### src/rtl/pwm_pkg.sv
// Shared key indices, step codes and repeat-FSM states for the multi-channel PWM controller.
package pwm_pkg;
    localparam int KEY_INC_C = 0;
    localparam int KEY_DEC_C = 1;
    localparam int KEY_INC_F = 2;
    localparam int KEY_HALF  = 3;
    localparam int NKEYS     = 4;

    typedef enum logic [2:0] {
        STEP_NONE,
        STEP_INC_C,
        STEP_DEC_C,
        STEP_INC_F,
        STEP_HALF
    } step_t;

    typedef enum logic [1:0] {
        IDLE,
        DELAY,
        RPT
    } rpt_state_t;
endpackage

### src/rtl/multi_pwm_controller_if.sv
// Key/channel-select inputs and PWM/readback outputs of the multi-channel PWM controller.
interface multi_pwm_controller_if #(
    parameter int CH    = 4,
    parameter int WIDTH = 8
);
    localparam int SW = (CH > 1) ? $clog2(CH) : 1;

    logic [3:0]       keys;
    logic [SW-1:0]    ch_sel;
    logic [CH-1:0]    pwm_out;
    logic [WIDTH-1:0] duty_out;
    logic             period_tick;

    modport master (output keys, output ch_sel, input pwm_out, input duty_out, input period_tick);
    modport slave  (input keys, input ch_sel, output pwm_out, output duty_out, output period_tick);
endinterface

### src/rtl/pwm_key_repeat.sv
// Key priority arbitration plus press/auto-repeat FSM; emits a one-cycle step pulse with its code.
module pwm_key_repeat
    import pwm_pkg::*;
#(
    parameter int REPEAT_DELAY = 25_000_000,
    parameter int REPEAT_RATE  = 5_000_000
) (
    input  logic             CLK,
    input  logic             RSTn,
    input  logic [NKEYS-1:0] i_keys,
    output logic             o_step_valid,
    output step_t            o_step
);
    localparam int MAXCNT = (REPEAT_DELAY > REPEAT_RATE) ? REPEAT_DELAY : REPEAT_RATE;
    localparam int CW     = $clog2(MAXCNT + 1);
    localparam logic [CW-1:0] DELAY_LAST = CW'(REPEAT_DELAY - 1);
    localparam logic [CW-1:0] RATE_LAST  = CW'(REPEAT_RATE - 1);

    rpt_state_t    r_state;
    step_t         r_key;
    step_t         r_step;
    logic          r_step_valid;
    logic [CW-1:0] r_cnt;
    step_t         w_win;

    always_comb begin
        w_win = STEP_NONE;
        if (i_keys[KEY_INC_C])      w_win = STEP_INC_C;
        else if (i_keys[KEY_DEC_C]) w_win = STEP_DEC_C;
        else if (i_keys[KEY_INC_F]) w_win = STEP_INC_F;
        else if (i_keys[KEY_HALF])  w_win = STEP_HALF;
    end

    // The press cycle itself counts as the first held cycle of DELAY.
    always_ff @(posedge CLK or negedge RSTn) begin
        if (!RSTn) begin
            r_state      <= IDLE;
            r_key        <= STEP_NONE;
            r_step       <= STEP_NONE;
            r_step_valid <= 1'b0;
            r_cnt        <= '0;
        end else begin
            r_step_valid <= 1'b0;
            if (w_win == STEP_NONE) begin
                r_state <= IDLE;
                r_key   <= STEP_NONE;
                r_cnt   <= '0;
            end else if (r_state == IDLE || w_win != r_key) begin
                r_state      <= DELAY;
                r_key        <= w_win;
                r_step       <= w_win;
                r_step_valid <= 1'b1;
                r_cnt        <= CW'(1);
            end else if ((r_state == DELAY && r_cnt == DELAY_LAST) ||
                         (r_state == RPT && r_cnt == RATE_LAST)) begin
                r_state      <= RPT;
                r_step       <= r_key;
                r_step_valid <= 1'b1;
                r_cnt        <= '0;
            end else begin
                r_cnt <= r_cnt + CW'(1);
            end
        end
    end

    assign o_step_valid = r_step_valid;
    assign o_step       = r_step;
endmodule

### src/rtl/multi_pwm_controller.sv
// Multi-channel PWM with key-stepped duty registers, double-buffered into the comparators at period end.
module multi_pwm_controller
    import pwm_pkg::*;
#(
    parameter int CH           = 4,
    parameter int WIDTH        = 8,
    parameter int PRESCALE     = 195,
    parameter int STEP_COARSE  = 10,
    parameter int STEP_FINE    = 1,
    parameter int REPEAT_DELAY = 25_000_000,
    parameter int REPEAT_RATE  = 5_000_000
) (
    input logic                   CLK,
    input logic                   RSTn,
    multi_pwm_controller_if.slave bus
);
    localparam int SW = (CH > 1) ? $clog2(CH) : 1;
    localparam int PW = (PRESCALE > 1) ? $clog2(PRESCALE) : 1;
    localparam int W1 = WIDTH + 1;
    localparam logic [WIDTH-1:0] MAX      = {WIDTH{1'b1}};
    localparam logic [WIDTH-1:0] HALF     = WIDTH'((1 << (WIDTH - 1)) - 1);
    localparam logic [PW-1:0]    PRE_LAST = PW'(PRESCALE - 1);

    logic [PW-1:0]    r_pre;
    logic [WIDTH-1:0] r_phase;
    logic [WIDTH-1:0] r_active [CH];
    logic [WIDTH-1:0] r_shadow [CH];
    logic             r_pwm    [CH];
    logic             w_seg_en;
    logic             w_tick;
    logic             w_step_valid;
    step_t            w_step;
    logic [WIDTH-1:0] w_cur;
    logic [WIDTH-1:0] w_new;
    logic [W1-1:0]    w_sum;
    logic [W1-1:0]    w_diff;

    pwm_key_repeat #(
        .REPEAT_DELAY (REPEAT_DELAY),
        .REPEAT_RATE  (REPEAT_RATE)
    ) u_key_repeat (
        .CLK          (CLK),
        .RSTn         (RSTn),
        .i_keys       (bus.keys),
        .o_step_valid (w_step_valid),
        .o_step       (w_step)
    );

    assign w_seg_en = (r_pre == PRE_LAST);
    assign w_tick   = w_seg_en && (r_phase == MAX);

    always_ff @(posedge CLK or negedge RSTn) begin
        if (!RSTn) begin
            r_pre   <= '0;
            r_phase <= '0;
        end else if (w_seg_en) begin
            r_pre   <= '0;
            r_phase <= r_phase + WIDTH'(1);
        end else begin
            r_pre <= r_pre + PW'(1);
        end
    end

    // Selected channel's active duty; an out-of-range select matches nothing and reads 0.
    always_comb begin
        w_cur = '0;
        for (int i = 0; i < CH; i++) begin
            if (bus.ch_sel == SW'(i)) w_cur = r_active[i];
        end
    end

    // One spare bit catches both overflow past MAX and borrow below 0.
    always_comb begin
        w_sum  = {1'b0, w_cur} + ((w_step == STEP_INC_F) ? W1'(STEP_FINE) : W1'(STEP_COARSE));
        w_diff = {1'b0, w_cur} - W1'(STEP_COARSE);
        case (w_step)
            STEP_INC_C, STEP_INC_F: w_new = w_sum[WIDTH] ? MAX : w_sum[WIDTH-1:0];
            STEP_DEC_C:             w_new = w_diff[WIDTH] ? '0 : w_diff[WIDTH-1:0];
            STEP_HALF:              w_new = HALF;
            default:                w_new = w_cur;
        endcase
    end

    for (genvar gi = 0; gi < CH; gi++) begin : g_ch
        always_ff @(posedge CLK or negedge RSTn) begin
            if (!RSTn) begin
                r_active[gi] <= '0;
                r_shadow[gi] <= '0;
                r_pwm[gi]    <= 1'b0;
            end else begin
                if (w_step_valid && bus.ch_sel == SW'(gi)) r_active[gi] <= w_new;
                if (w_tick) r_shadow[gi] <= r_active[gi];
                r_pwm[gi] <= (r_shadow[gi] == MAX) || (r_phase < r_shadow[gi]);
            end
        end
        assign bus.pwm_out[gi] = r_pwm[gi];
    end

    assign bus.duty_out    = w_cur;
    assign bus.period_tick = w_tick;
endmodule

### src/flat_wrapper.sv
// flat-port wrapper written by rule: the top's interface ports become plain ports
module multi_pwm_controller_flat import pwm_pkg::*;
#(
    parameter int CH           = 4,
    parameter int WIDTH        = 8,
    parameter int PRESCALE     = 195,
    parameter int STEP_COARSE  = 10,
    parameter int STEP_FINE    = 1,
    parameter int REPEAT_DELAY = 25_000_000,
    parameter int REPEAT_RATE  = 5_000_000
)
  (CLK, RSTn, bus_keys, bus_ch_sel, bus_pwm_out, bus_duty_out, bus_period_tick);
  multi_pwm_controller_if #(.CH(CH), .WIDTH(WIDTH)) bus_i ();
  input logic CLK;
  input logic RSTn;
  input wire logic [$bits(bus_i.keys)-1:0] bus_keys;
  input wire logic [$bits(bus_i.ch_sel)-1:0] bus_ch_sel;
  output wire logic [$bits(bus_i.pwm_out)-1:0] bus_pwm_out;
  output wire logic [$bits(bus_i.duty_out)-1:0] bus_duty_out;
  output wire logic [$bits(bus_i.period_tick)-1:0] bus_period_tick;
  assign bus_i.keys = bus_keys;
  assign bus_i.ch_sel = bus_ch_sel;
  assign bus_pwm_out = bus_i.pwm_out;
  assign bus_duty_out = bus_i.duty_out;
  assign bus_period_tick = bus_i.period_tick;
  multi_pwm_controller #(.CH(CH), .WIDTH(WIDTH), .PRESCALE(PRESCALE), .STEP_COARSE(STEP_COARSE), .STEP_FINE(STEP_FINE), .REPEAT_DELAY(REPEAT_DELAY), .REPEAT_RATE(REPEAT_RATE)) u_core (.CLK(CLK), .RSTn(RSTn), .bus(bus_i));
endmodule
### config.mk
export PLATFORM = sky130hd
export DESIGN_NAME = multi_pwm_controller_flat
export DESIGN_NICKNAME = d
export VERILOG_FILES = /design/src/rtl/pwm_pkg.sv /design/src/rtl/multi_pwm_controller_if.sv /design/src/rtl/pwm_key_repeat.sv /design/src/rtl/multi_pwm_controller.sv /design/src/flat_wrapper.sv
export SDC_FILE = /design/constraint.sdc
export NUM_CORES = 1
export LEC_CHECK = 0
export ABC_AREA = 1
export CAP_MARGIN = 15
export CORE_UTILIZATION = 60
export CTS_CLUSTER_DIAMETER = 80
export DETAILED_ROUTE_END_ITERATION = 16
export GPL_TIMING_DRIVEN = 0
export PLACE_DENSITY = 0.78
export SKIP_CTS_REPAIR_TIMING = 1
export SLEW_MARGIN = 20
export SYNTH_ARGS = -nofsm -noshare
export SYNTH_HDL_FRONTEND = slang
export SYNTH_SLANG_ARGS = --single-unit
### constraint.sdc
create_clock -name CLK -period 5 [get_ports CLK]
set_input_delay 0.5 -clock CLK [delete_from_list [all_inputs] [get_ports CLK]]
set_output_delay 0.5 -clock CLK [all_outputs]
set_load 0.03 [all_outputs]
==> results of run 1 <==
## area by class of cell
class / instances / area [um2] / area share (%)
multi-input combinational: 598 / 3150 / 41.8
sequential: 118 / 2950 / 39.2
clock buffer: 26 / 488 / 6.47
inverter: 114 / 428 / 5.68
timing repair buffer: 22 / 239 / 3.17
tap: 136 / 170 / 2.26
buffer: 11 / 66.3 / 0.880
clock inverter: 4 / 45.0 / 0.598
## synthesized netlist by cell type (2+ instances only)
master and instances:
nand2_1 246, xnor2_1 11, nor4_1 2, nor2_1 69, a21boi_0 4, nand3_1 57
o22ai_1 5, inv_1 107, buf_2 2, xor2_1 15, nor3_2 3, o211ai_1 7
nor3_1 11, o21ai_1 3, inv_2 6, o21ai_0 54, dfrtp_1 118, nor2_2 7
nand4_2 2, clkbuf_1 3, o211ai_2 2, a21oi_1 27, ha_1 36, nand2_2 9
nand4_1 18, buf_4 6
## layout by cell type (no fill, tap or decap), drive strengths merged
cell,instances
a21boi,5
dlygate4sd3,1
o21a,1
clkinv,4
o211ai,9
dfrtp,118
o21ai,58
xor2,15
xnor2,11
o211a,1
ha,36
nand4,20
fa,1
clkdlybuf4s50,19
and3,1
nor3,14
nor4,3
nand3b,1
nand2,255
o22ai,5
bufinv,1
buf,10
inv,113
nor2,77
a21oi,27
nand3,58
clkbuf,29
## power groups by stage
stage,clock network (W),registers (W),logic (W)
2_1_floorplan,0,0.00118,0.000526
4_1_cts,0.00112,0.00121,0.000760
3_3_place_gp,0,0.00122,0.000736
3_5_place_dp,0,0.00122,0.000754
5_1_grt,0.00116,0.00123,0.000868
6_report,0.00110,0.00121,0.000770
## layer usage
metal | track usage (%) | part of all wire (%) | up-vias
li1 | - | - | 2792
met3 | 7.36 | 4.9 | 27
met4 | 10.2 | 2.0 | 0
met2 | 48.9 | 48 | 145
met5 | 0 | 0 | -
met1 | 39.9 | 46 | 2726
## state kept, by name, summed over array words and instances, names as in the netlist
register,flops
u_core.r_active,32
u_core.r_shadow,32
u_core.u_key_repeat.r_cnt,25
u_core.r_phase,8
u_core.r_pre,8
u_core.bus.pwm_out,4
u_core.u_key_repeat.o_step,3
u_core.u_key_repeat.r_key,3
u_core.u_key_repeat.r_state,2
u_core.u_key_repeat.o_step_valid,1
## worst min path at each step
stage / cells after the start / slack, ps / to / startpoint
after global routing: 1 / 510 / u_core.u_key_repeat.r_cnt[2] / u_core.u_key_repeat.r_cnt[2]
after global placement: 2 / 470 / u_core.r_active[25] / u_core.r_active[25]
final: 2 / 480 / u_core.r_active[15] / u_core.r_active[15]
after CTS: 1 / -50 / u_core.r_pre[0] / RSTn
after floorplan: 0 / 200 / u_core.bus.pwm_out[0] / RSTn
after detailed placement: 2 / 470 / u_core.r_active[15] / u_core.r_active[15]
## critical path: cells and delay by family (launching register included)
kind | cells | cell delay (ps)
buf+inv | 4 | 1250
flops | 1 | 380
simple gates | 5 | 840
## metrics by stage
step / TNS, ps / cells / hold slack, ps / setup WS [ps] / cell area [um2]
after floorplan: 0 / 841 / 204 / 2230 / 6600
after detailed placement: 0 / 998 / 467 / 1350 / 7000
final: 0 / 1029 / 484 / 1520 / 7540
after CTS: 0 / 1028 / -47.9 / 1500 / 7530
after global routing: 0 / 1029 / 509 / 1350 / 7540
after global placement: -111270 / 997 / 465 / -949 / 6970
## cell families after synthesis
group	after synthesis	share of synthesized area, %
AO/OA/AOI/OAI	106	9.05
flip-flops	118	44.8
AND/OR/NAND/NOR	429	28.1
XOR/XNOR	26	3.45
buffers and inverters	125	7.49
adder cells (fa/ha/maj)	37	7.13
==> summary.txt, run 1 <==
status: completed
Die Width: 107 um
cell area power density: 409 nW/um2
crit path launch type: flip-flop
Top cell by count, worst path: buf_4
I/O pin cnt: 21
Detailed Routing Iterations Pass 1: 5
CP peak stage delay: 680 ps
gpl congestion: 0.940
Post-synth EDFFs: 0
Die H: 107 um
average wire per standard cell: 15.1 um
Core ar.: 10,500 um2
layout cells sized above 1: 7.84%
Avg Inst Size Synth: 7.84 um2
MaxCap Viol Count: 0
n_diodes: 0
total CTS buffers: 17
Clock Power Share: 35.8%
number of synthesized register bits: 118
clk_lat worst skew: 510 ps
async set-reset flop share out of synthesis: 100%
Layout area overhead: 14.3%
CTS tree: yes
switching share of power: 34.0%
layout net count: 927
Seq pwr share: 39.3%
post-synth cell types: 37
unrepaired setup endpoints after global routing: false
FF-to-FF End: u_core.r_active[10]
Final Hold Fails: 0
gr usage total: 30.2%
post-DP HPWL: 11.5 mm
Yosys warnings: 0
vias per inst: 5.53
vias in the first global route: 5,673
R2R Setup Slk: 2280 ps
Util after Layout: 71.7%
clk root buf: clkbuf_8
Synth Cell Area: 6600 um2
Final Skew: 9.98 ps
top post-synthesis cells by area: dfrtp_1 (45%), nand2_1 (14%), ha_1 (6.8%), inv_1 (6.1%), nand3_1 (4.3%)
clock sinks: 118
Critical Path End Type: output pin
f_max: 0.288 GHz
std cell rows: 37
Buffers on Ports: 20
Crit Reg-Reg Startpoint: u_core.r_active[16]
Fillers: 805
crit path from: u_core.r_pre[6]
Top FF cell, synth: dfrtp_1
initial antenna violation count: 0
crit path max-delay cell type: clkdlybuf4s50_1
Starting DRT DRC Count: 436
Final Setup Violations: 0
Initial Util: 62.8%
DR DRC count: 0
Power, Total: 0.00309 W
Static Leak: 3.69 nW
Net Count, Synth: 886
Slew HR: 59.0%
maximum vdd drop: 0.000278 V
Yosys top cell area share: 44.8%
WP data arrival: 2980 ps
combinational group share of total power: 24.9%
total gr overflow: 0
fin. max-slew vios: 0
CP Cell Sequence: nand2_1 > nor3_1 > and3_1 > buf_4 > nand4_2 > nor4_2 > buf_4 > buf_4 > clkdlybuf4s50_1
sequential-to-total area share from yosys stat: 44.8%
via count: 5,690
worst reg-to-reg path cell count: 14
design internal power: 0.00204 W
Final Critical Period: 3480 ps
H-Tree Depth: 4
WS Path Type: flip-flop to output pin
Tcrit/Tclk final: 69.5%
Synth area leader: dfrtp_1
clk buf depth: 2
die area: 11,400 um2
CTS clk-pin slew, worst paths: 50 ps
worst-margin pin slew: 613 ps
first-pass GRT wire length: 26.7 mm
Net Switching: 0.00105 W
end of the critical path: bus_period_tick
Syn Inst Count: 841
largest net degree at the start of global routing: 65
Post-DRT Antenna Nets: 0
Min-Delay Path Class: flip-flop to flip-flop
Total Routed Length: 15.6 mm
WP data required: 4500 ps
Crit Path Max Fanout: 10
Note: power is estimated with default switching activity, not from simulation.
==> inputs of run 2 (changes only) <==
--- a/config.mk
+++ b/config.mk
@@ -7,11 +7,11 @@
 export LEC_CHECK = 0
 export ABC_AREA = 1
 export CAP_MARGIN = 15
-export CORE_UTILIZATION = 60
+export CORE_UTILIZATION = 56
 export CTS_CLUSTER_DIAMETER = 80
 export DETAILED_ROUTE_END_ITERATION = 16
 export GPL_TIMING_DRIVEN = 0
-export PLACE_DENSITY = 0.78
+export PLACE_DENSITY = 0.77
 export SKIP_CTS_REPAIR_TIMING = 1
 export SLEW_MARGIN = 20
 export SYNTH_ARGS = -nofsm -noshare
==> constraint.sdc (replaced) <==
create_clock -name CLK -period 3 [get_ports CLK]
set_input_delay 0.3 -clock CLK [delete_from_list [all_inputs] [get_ports CLK]]
set_output_delay 0.3 -clock CLK [all_outputs]
set_load 0.03 [all_outputs]
==> summary.txt, run 2 (synthesis results as in run 1) <==
GR Util met2: 42.1%
clk buf depth: 2
n_diodes: 0
vias per inst: 5.46
I/O pin cnt: 21
first-pass GRT wire length: 26.0 mm
CTS tree: yes
R2R Setup Slk: 310 ps
Tcrit/Tclk final: 90.2%
crit path launch type: flip-flop
Final Setup Violations: 0
most frequent cells in the layout: nand2_1 (246), dfrtp_1 (118), inv_1 (107), nor2_1 (69), nand3_1 (57)
layout net count: 931
Core ar.: 11,500 um2
DR DRC count: 0
unrepaired setup endpoints after global routing: false
Min-Delay Path Class: input pin to async pin
Die H: 111 um
Initial Util: 57.5%
Critical Path End Type: output pin
Top Registers: u_core.r_active x32, u_core.r_shadow x32, u_core.u_key_repeat.r_cnt x25
Layout area overhead: 16.2%
Die Width: 111 um
Static Leak: 3.79 nW
commonest non-fill, non-tap cell in the layout: nand2_1
status: completed
cell area power density: 703 nW/um2
WP data arrival: 2400 ps
clock sinks: 118
CP peak stage delay: 380 ps
post-DP HPWL: 10.9 mm
Starting DRT DRC Count: 625
via count: 5,692
GR Layer Usage met3: 4.88%
GR peak layer: met2
Fin Setup TNS: 0 ps
Final Hold Fails: 0
Buffers on Ports: 20
Top cell by count, worst path: buf_4
area of placed instances: 7000 um2
setup ws final: 295 ps
crit path max-delay cell type: dfrtp_1
dpl cells: 1,005
H-Tree Depth: 4
CTS clk-pin slew, worst paths: 50 ps
total CTS buffers: 17
CP Cell Sequence: nand2_1 > nor3_1 > and3_1 > buf_4 > nand4_2 > nor4_2 > buf_4 > buf_4 > dlymetal6s2s_1
WS Path Type: flip-flop to output pin
Crit Path Max Fanout: 10
Setup Slack @ Placement: -446 ps
Final Critical Period: 2700 ps
worst-margin pin slew: 595 ps
Final Skew: 9.74 ps
total gr overflow: 0
WP data required: 2700 ps
Post-DRT Antenna Nets: 0
gr usage total: 26.9%
Total Routed Length: 15.2 mm
Finished Layout Cells: 1,042
Buf/Inv on CP: 4
die area: 12,200 um2
maximum vdd drop: 0.000530 V
f_max: 0.370 GHz
initial antenna violation count: 0
layout cells sized above 1: 8.79%
Top delay family on crit path: buffers and inverters
fin area: 7670 um2
average wire per standard cell: 14.6 um
gpl congestion: 0.954
MaxCap Viol Count: 0
vias in the first global route: 5,414
std cell rows: 39
M1 GR Usage: 36.6%
clk_lat worst skew: 420 ps
Slew HR: 60.2%
largest net degree at the start of global routing: 63
fin. max-slew vios: 0
Detailed Routing Iterations Pass 1: 8
clk root buf: clkbuf_16
==> run 2: cell types whose count changed in the layout (fill, tap and decap cells not counted), sizes merged <==
cell,previous run,this run
buf,10,14
clkbuf,29,26
clkdlybuf4s50,19,16
dlymetal6s2s,0,3
bufinv,1,3
clkinv,4,6
clkinvlp,0,1
==> run 2: path summary, 6_finish.rpt <==
path                            depth (start not counted)                            end                 from
worst max-delay path                                    9                bus_period_tick      u_core.r_pre[6]
worst min-delay path                                    2                u_core.r_pre[3]                 RSTn
worst max register to register                         14            u_core.r_active[10]  u_core.r_active[16]
worst min register to register                          2            u_core.r_active[25]  u_core.r_active[25]
max in group asynchronous                               3  u_core.u_key_repeat.r_cnt[20]                 RSTn
min in group CLK                                        2            u_core.r_active[25]  u_core.r_active[25]
==> run 2: power by group <==
group	switching, W	internal, W
clock network	0.000692	0.00138
registers	0.000210	0.00182
logic	0.000874	0.000408
total	0.00178	0.00361
==> run 2: stage by stage <==
step | hold WS (ps) | util, % | power (W)
2_1_floorplan | 4.41 | - | 0.00284
3_3_place_gp | 464 | 60.8 | 0.00326
3_5_place_dp | 308 | 61.1 | 0.00329
4_1_cts | -141 | 66.4 | 0.00539
5_1_grt | 470 | 66.9 | 0.00566
6_report | 413 | 66.9 | 0.00539
==> run 2: final cells by class <==
type / instances / area [um2]
multi-input combinational: 598 / 3150
sequential: 118 / 2950
clock buffer: 23 / 488
tap: 143 / 179
clock inverter: 9 / 123
inverter: 114 / 428
timing repair buffer: 26 / 277
buffer: 11 / 66.3
fill: 951 / 3800
==> run 2: worst reg2reg max path: stages, from the launching register on <==
cell and delay, ps:
dfrtp_1 430, o21ai_0 190, o22ai_1 210, ha_1 270, fa_1 410, nand2_1 90
inv_1 40, nand3_1 90, nand2_1 120, nand2_1 80, nor2_1 60, o21ai_0 190
o211ai_2 230, nand2_1 120, nand2_1 50
==> run 2: layer usage <==
| metal | vias up | part of all wire [%] |
|---|---|---|
| met1 | 2678 | 45 |
| met5 | - | 0 |
| met4 | 0 | 2.9 |
| met3 | 43 | 5.2 |
| met2 | 168 | 47 |
| li1 | 2803 | - |
